<file path="src/rtl/alu_nibble_seq.sv">
`default_nettype none
// ============================================================================
// Module      : alu_nibble_seq
// Description : N-bit SM83-style ALU evaluated serially, one nibble per
//               cycle (LSB first). Produces a result and {Z,N,H,C} flags for
//               ADD/ADC/SUB/SBC/AND/XOR/OR/CP behind a start/busy/done
//               handshake.
//               Optional feature macro: ALU_NIBBLE_DAA_EN (adds a one-cycle
//               FIX state that applies SM83 DAA when daa=1 at accept).
// Revision    : 1.0  initial release
// ============================================================================
module alu_nibble_seq #(
    parameter int WIDTH = 8
) (
    input  logic             CLK,
    input  logic             nRESET,
    input  logic             start,
    input  logic [2:0]       op,
    input  logic             daa,
    input  logic [WIDTH-1:0] a,
    input  logic [WIDTH-1:0] b,
    input  logic [3:0]       flags_in,
    output logic             busy,
    output logic             done,
    output logic [WIDTH-1:0] res,
    output logic [3:0]       flags_out
);

    localparam int NIBBLES = WIDTH / 4;
    localparam int KW      = (NIBBLES > 1) ? $clog2(NIBBLES) : 1;

    localparam logic [KW-1:0] c_K_LAST = KW'(NIBBLES - 1);
    // The nibble whose carry-out is the half-carry (carry out of bit WIDTH-5)
    localparam logic [KW-1:0] c_K_HALF = KW'(NIBBLES - 2);

    localparam logic [2:0] c_OP_ADD = 3'd0;
    localparam logic [2:0] c_OP_ADC = 3'd1;
    localparam logic [2:0] c_OP_SUB = 3'd2;
    localparam logic [2:0] c_OP_SBC = 3'd3;
    localparam logic [2:0] c_OP_AND = 3'd4;
    localparam logic [2:0] c_OP_XOR = 3'd5;
    localparam logic [2:0] c_OP_OR  = 3'd6;
    localparam logic [2:0] c_OP_CP  = 3'd7;

    typedef enum logic [1:0] {
        S_IDLE = 2'd0,
        S_RUN  = 2'd1,
        S_FIX  = 2'd2,
        S_DONE = 2'd3
    } state_t;

    state_t             r_state;
    state_t             w_state_nx;

    logic [WIDTH-1:0]   r_a;
    logic [WIDTH-1:0]   r_b;
    logic [2:0]         r_op;
    logic [KW-1:0]      r_k;
    logic               r_cy;
    logic               r_h;
    logic [WIDTH-1:0]   r_acc;

    logic               w_accept;
    logic               w_cin0;
    logic               w_sub;
    logic [3:0]         w_an;
    logic [3:0]         w_bn;
    logic [3:0]         w_bx;
    logic [4:0]         w_sum;
    logic [3:0]         w_nib;
    logic               w_cout;
    logic [WIDTH-1:0]   w_full;
    logic [WIDTH-1:0]   w_src;
    logic               w_csrc;
    logic               w_zero;
    logic [WIDTH-1:0]   w_res;
    logic [3:0]         w_flags;
    logic               w_unused;

`ifdef ALU_NIBBLE_DAA_EN
    logic               r_daa;
    logic [2:0]         r_fnhc;     // latched {N,H,C} for the decimal adjust
    logic [7:0]         w_daa_adj;
    logic [7:0]         w_daa_byte;
    logic               w_daa_c;
    logic [WIDTH-1:0]   w_daa_res;

    assign w_unused = flags_in[3];
`else
    assign w_unused = ^{daa, flags_in[3:1]};
`endif

    // A new operation is taken only when nothing is in flight
    assign w_accept = start & ((r_state == S_IDLE) | (r_state == S_DONE));

    // State register
    always_ff @(posedge CLK or negedge nRESET) begin
        if (!nRESET) begin
            r_state <= S_IDLE;
        end else begin
            r_state <= w_state_nx;
        end
    end

    // Next-state decode and handshake outputs
    always_comb begin
        w_state_nx = r_state;
        busy       = 1'b0;
        done       = 1'b0;
        case (r_state)
            S_IDLE: begin
                if (start) w_state_nx = S_RUN;
            end
            S_RUN: begin
                busy = 1'b1;
`ifdef ALU_NIBBLE_DAA_EN
                if (r_k == c_K_LAST) w_state_nx = S_FIX;
`else
                if (r_k == c_K_LAST) w_state_nx = S_DONE;
`endif
            end
`ifdef ALU_NIBBLE_DAA_EN
            S_FIX: begin
                busy       = 1'b1;
                w_state_nx = S_DONE;
            end
`endif
            S_DONE: begin
                done       = 1'b1;
                w_state_nx = start ? S_RUN : S_IDLE;
            end
            default: begin
                w_state_nx = S_IDLE;
            end
        endcase
    end

    // Carry into nibble 0: subtraction is a + ~b + ~borrow_in
    always_comb begin
        w_cin0 = 1'b0;
        case (op)
            c_OP_ADC: w_cin0 = flags_in[0];
            c_OP_SUB: w_cin0 = 1'b1;
            c_OP_CP:  w_cin0 = 1'b1;
            c_OP_SBC: w_cin0 = ~flags_in[0];
            default:  w_cin0 = 1'b0;
        endcase
    end

    // One 4-bit slice of the serial datapath
    always_comb begin
        w_sub  = (r_op == c_OP_SUB) | (r_op == c_OP_SBC) | (r_op == c_OP_CP);
        w_an   = r_a[{r_k, 2'b00} +: 4];
        w_bn   = r_b[{r_k, 2'b00} +: 4];
        w_bx   = w_sub ? ~w_bn : w_bn;
        w_sum  = {1'b0, w_an} + {1'b0, w_bx} + {4'b0000, r_cy};
        w_cout = w_sum[4];
        case (r_op)
            c_OP_AND: w_nib = w_an & w_bn;
            c_OP_XOR: w_nib = w_an ^ w_bn;
            c_OP_OR:  w_nib = w_an | w_bn;
            default:  w_nib = w_sum[3:0];
        endcase
        w_full                    = r_acc;
        w_full[{r_k, 2'b00} +: 4] = w_nib;
    end

    // Final result/flags; in RUN the last nibble is merged combinationally,
    // in FIX everything is already registered
    always_comb begin
        w_src   = (r_state == S_RUN) ? w_full : r_acc;
        w_csrc  = (r_state == S_RUN) ? w_cout : r_cy;
        w_zero  = (w_src == '0);
        w_res   = w_src;
        w_flags = 4'b0000;
        case (r_op)
            c_OP_ADD, c_OP_ADC: w_flags = {w_zero, 1'b0, r_h, w_csrc};
            c_OP_SUB, c_OP_SBC: w_flags = {w_zero, 1'b1, ~r_h, ~w_csrc};
            c_OP_CP: begin
                w_flags = {w_zero, 1'b1, ~r_h, ~w_csrc};
                w_res   = r_a;
            end
            c_OP_AND: w_flags = {w_zero, 1'b0, 1'b1, 1'b0};
            default:  w_flags = {w_zero, 1'b0, 1'b0, 1'b0};
        endcase
`ifdef ALU_NIBBLE_DAA_EN
        w_daa_adj = 8'h00;
        if (!r_fnhc[2]) begin
            if (r_fnhc[1] || (r_a[3:0] > 4'd9)) w_daa_adj = w_daa_adj | 8'h06;
            w_daa_c = r_fnhc[0] || (r_a[7:0] > 8'h99);
            if (w_daa_c) w_daa_adj = w_daa_adj | 8'h60;
            w_daa_byte = r_a[7:0] + w_daa_adj;
        end else begin
            if (r_fnhc[1]) w_daa_adj = w_daa_adj | 8'h06;
            if (r_fnhc[0]) w_daa_adj = w_daa_adj | 8'h60;
            w_daa_c    = r_fnhc[0];
            w_daa_byte = r_a[7:0] - w_daa_adj;
        end
        w_daa_res      = r_a;
        w_daa_res[7:0] = w_daa_byte;
        if (r_daa) begin
            w_res   = w_daa_res;
            w_flags = {(w_daa_byte == 8'h00), r_fnhc[2], 1'b0, w_daa_c};
        end
`endif
    end

    // Operand capture at accept, then one nibble per RUN cycle
    always_ff @(posedge CLK or negedge nRESET) begin
        if (!nRESET) begin
            r_a   <= '0;
            r_b   <= '0;
            r_op  <= 3'd0;
            r_k   <= '0;
            r_cy  <= 1'b0;
            r_h   <= 1'b0;
            r_acc <= '0;
`ifdef ALU_NIBBLE_DAA_EN
            r_daa  <= 1'b0;
            r_fnhc <= 3'b000;
`endif
        end else if (w_accept) begin
            r_a   <= a;
            r_b   <= b;
            r_op  <= op;
            r_k   <= '0;
            r_cy  <= w_cin0;
            r_h   <= 1'b0;
            r_acc <= '0;
`ifdef ALU_NIBBLE_DAA_EN
            r_daa  <= daa;
            r_fnhc <= flags_in[2:0];
`endif
        end else if (r_state == S_RUN) begin
            r_acc <= w_full;
            r_cy  <= w_cout;
            r_k   <= r_k + KW'(1);
            if (r_k == c_K_HALF) r_h <= w_cout;
        end
    end

    // Visible result only changes on the edge that enters DONE
    always_ff @(posedge CLK or negedge nRESET) begin
        if (!nRESET) begin
            res       <= '0;
            flags_out <= 4'b0000;
        end else if ((w_state_nx == S_DONE) && (r_state != S_DONE)) begin
            res       <= w_res;
            flags_out <= w_flags;
        end
    end

endmodule
`default_nettype wire

</file>
<file path="config.mk">
export PLATFORM = sky130hd
export DESIGN_NAME = alu_nibble_seq
export DESIGN_NICKNAME = d
export VERILOG_FILES = /design/src/rtl/alu_nibble_seq.sv
export SDC_FILE = /design/constraint.sdc
export NUM_CORES = 1
export LEC_CHECK = 0
export ABC_AREA = 0
export BUFFER_PORTS_ARGS = -buffer_cell sky130_fd_sc_hd__buf_2
export CORE_UTILIZATION = 40
export DETAILED_ROUTE_END_ITERATION = 7
export SYNTH_ARGS = -nofsm -noshare
export SYNTH_HDL_FRONTEND = slang
export SYNTH_SLANG_ARGS = --single-unit
</file>
<file path="constraint.sdc">
create_clock -name CLK -period 7.8 [get_ports CLK]
set_input_delay 0.39 -clock CLK [delete_from_list [all_inputs] [get_ports CLK]]
set_output_delay 0.39 -clock CLK [all_outputs]
set_load 0.02 [all_outputs]
</file>
==> impl_summary.md <==
Outcome
The flow ran to the end, but the final reports show violations. The final reports fail on design-rule violations.

STA
The worst pin sits at a relative slew slack of 35.4%. After layout, the worst setup slack is 4.48 ns. At the pin with the least slew margin, the transition time is 0.969 ns. Setup repair after global routing left no endpoint under its margin. The achievable clock frequency is 302 MHz. The final count of negative-setup-slack endpoints is 0.

The post-route fraction of the period consumed by the critical path is 42.5%. The clock period minus final worst setup slack is 3.32 ns. The count of endpoints failing hold in the final timing report is 0.

The final number of max-transition violations came to 0. The worst setup skew after layout is 0.00560 ns. After routing, the total negative slack on setup checks comes to 0 ns.

Logic synthesis
The leading area contributor after synthesis is sky130_fd_sc_hd__dfrtp_1. The cell area that synthesis handed to floorplanning was 2680 um2. Counting flops and latches in the post-synthesis netlist gives 44. The synthesized design devotes to its leading area cell type 41.0% of total area. The total number of yosys warnings is 0. The synthesized netlist net count is 311. Yosys attributes the largest share of cell area to sky130_fd_sc_hd__dfrtp_1 41%, sky130_fd_sc_hd__ha_1 7.5%, sky130_fd_sc_hd__mux2_2 7.1%.

The average instance in the mapped netlist occupies 10.1 um2. The post-synthesis cell type count is 46. The number of cells produced by synthesis is 266. The register area share after synthesis is 41.0%.

Die
The initial cell density of the core is 41.8%. The die covers 7040 um2. The floorplan step set the die width to 83.9 um. The die height is 83.9 um. Pin placement for this block handled 41 I/O pins. After floorplanning, the core was divided into 29 placement rows. The core area is 6420 um2.

Flow run
The max-capacitance violation count is 0.

Place
The count of buffers added on input and output ports is 36. Detailed placement ended at an HPWL of 4.27 mm. The congestion estimate from routability-driven global placement came to 0.812. At the placement stage, the worst setup path has a slack of 4.50 ns.

Layout
After filler insertion, the fill cell instance count of the layout stands at 610. The library cells used most frequently in the layout, excluding fill and tap cells, are 44 x sky130_fd_sc_hd__dfrtp_1, 36 x sky130_fd_sc_hd__buf_2, 21 x sky130_fd_sc_hd__nand2_1, 20 x sky130_fd_sc_hd__a21oi_1, 17 x sky130_fd_sc_hd__mux2_2. Summing all multi-input logic gate instances after layout gives 1450 um2. The area taken by flip-flops and latches is 1100 um2.

For this run, the post-layout net count is 342. The number of diodes added for antenna fixing is 0. Compared with the post-synthesis result, the final layout area differs by 12.7%. Leaving out fill and tap cells, the most frequent cell in the layout is sky130_fd_sc_hd__dfrtp_1. The fraction of layout cells with a size suffix above 1 is 25.5%.

Routing
For this block, the initial DRC count from the detailed router was 85. Routed signal wires occupy layers up through met4. In the routed layout, each cell is associated on average with a via count of 5.32.

The count of nets left with antenna violations once routing finished came out at 0. The routed design has 5.63 mm of wire. The met3 wirelength from detailed routing is 220 um. The number of design rule violations left after detail routing is 8.

Dividing the detail-routed wire length by the instance count gives 15.0 um. The sum of met2 wire segment lengths after detailed routing is 2.43 mm. The via total after detailed routing is 1994.

The iteration count of the initial detailed-routing pass is 6. The wire length on met1 is 2.91 mm.

Worst setup path
For the worst flop-to-flop path, the logic depth is 10. The startpoint-to-endpoint class of the critical path is flop to flop. The maximum fanout encountered on the critical timing path is 11.

The endpoint type of the worst setup path is a flop. At the worst endpoint, the arrival time is 3.52 ns. The startpoint identified for the worst register-to-register timing path is r_op[0]. The launching element of the worst setup path is r_op[0]. The startpoint type of the worst setup path is a flop. The required time of the worst setup path is 8.00 ns.

Clock network
Clock tree synthesis selected as its root buffer the cell sky130_fd_sc_hd__clkbuf_8. The clock tree synthesis step divided the H-tree into 2 levels. The number of sinks handled by clock tree synthesis is 44.

The CTS buffer count is 5. The clock insertion delay at the later pin of the skew report is 0.30 ns. In this run the post-CTS setup repair buffer count came out at 0.

The clock passes through at most 2 buffers. The clock tree from TritonCTS is done. The post-cts sizing count is 0.

The CTS clock-pin slew for the worst setup and hold paths is 0.09 ns. Hold repair after CTS inserted 0 buffers.

Global routing
The via count of the first global-routing pass is 1974. Entering global routing, the biggest net connects 45 pins. The global-route wire length before repair is 9.66 mm. The total overflow left after global routing is 0. The number of antenna violations at the first check in global routing is 0. The global-route total usage across every layer is 17.3%.

Min path
The path class of the tightest hold or removal check is primary input to async pin.
## metal layers
metal | track usage, % | vias up
li1 | - | 997
met1 | 24.5 | 946
met2 | 26.8 | 44
met3 | 3.66 | 7
met4 | 4.23 | 0
met5 | 0 | -
## cells in the mapped netlist, drive strengths merged
| master | count |
|---|---|
| dfrtp | 44 |
| nand2 | 23 |
| a21oi | 21 |
| mux2 | 21 |
| nor2 | 17 |
| ha | 16 |
| inv | 15 |
| mux2i | 12 |
| buf | 11 |
| nand2b | 11 |
| o21ai | 10 |
| nor3 | 9 |
| a211oi | 6 |
| o22ai | 5 |
| a31oi | 4 |
| nand3 | 4 |
| o31ai | 4 |
| xnor2 | 4 |
| clkbuf | 3 |
| nand3b | 3 |
| o211ai | 3 |
| a21o | 2 |
| and2 | 2 |
| fa | 2 |
| nor2b | 2 |
| nor3b | 2 |
| a21boi | 1 |
| a221oi | 1 |
| a2bb2oi | 1 |
| a31o | 1 |
| a32oi | 1 |
| o21ba | 1 |
| o32a | 1 |
| or3 | 1 |
| or4 | 1 |
| xor2 | 1 |
## final timing paths
check	endpoint	slack (ns)
setup reg to reg	res[2]	4.48
setup / recovery	res[2]	4.48
hold / removal	flags_out[0]	0.24
max in group asynchronous	r_op[2]	6.96
hold reg to reg	flags_out[2]	0.48
min in group CLK	r_a[6]	0.30
## metrics by stage
step | cells | hold WS [ns] | instance area [um2] | util [%]
2_1_floorplan | 266 | 0.0944 | 2680 | -
3_3_place_gp | 367 | 0.459 | 2900 | 45.2
3_5_place_dp | 367 | 0.465 | 2900 | 45.2
4_1_cts | 375 | 0.291 | 3020 | 47.1
5_1_grt | 375 | 0.308 | 3020 | 47.1
6_report | 375 | 0.242 | 3020 | 47.1
## sequential cells by signal, summed over array words and instances (netlist names)
name	flops
r_a	8
r_acc	8
r_b	8
res	8
flags_out	4
r_op	3
r_state	2
r_cy	1
r_h	1
r_k	1
## critical path: stages (launching register included)
cell	delay [ns]
sky130_fd_sc_hd__dfrtp_1	0.59
sky130_fd_sc_hd__nand2b_1	0.20
sky130_fd_sc_hd__nand2_1	0.23
sky130_fd_sc_hd__xnor2_1	0.23
sky130_fd_sc_hd__fa_1	0.44
sky130_fd_sc_hd__fa_1	0.42
sky130_fd_sc_hd__xor2_1	0.24
sky130_fd_sc_hd__o22ai_1	0.20
sky130_fd_sc_hd__nor3_1	0.31
sky130_fd_sc_hd__a211oi_1	0.09
sky130_fd_sc_hd__o31ai_1	0.27
## layout make-up
type,count,share of cell area (%)
clock buffer,6,2.73
tap,77,3.19
sequential,44,36.4
timing repair buffer,38,6.45
inverter,15,1.86
clock inverter,2,1.28
multi-input combinational,193,48.1
## cells by family after synthesis
family | after synthesis | synth area share, %
AO/OA/AOI/OAI | 62 | 16.4
XOR/XNOR | 5 | 1.63
adder cells (fa/ha/maj) | 18 | 8.95
buffers and inverters | 29 | 4.89
flip-flops | 44 | 41.0
multiplexers | 33 | 13.4
AND/OR/NAND/NOR | 75 | 13.7
Power is not shown: default switching activity piles up to over one toggle a cycle in this logic, so the estimate is an artifact.
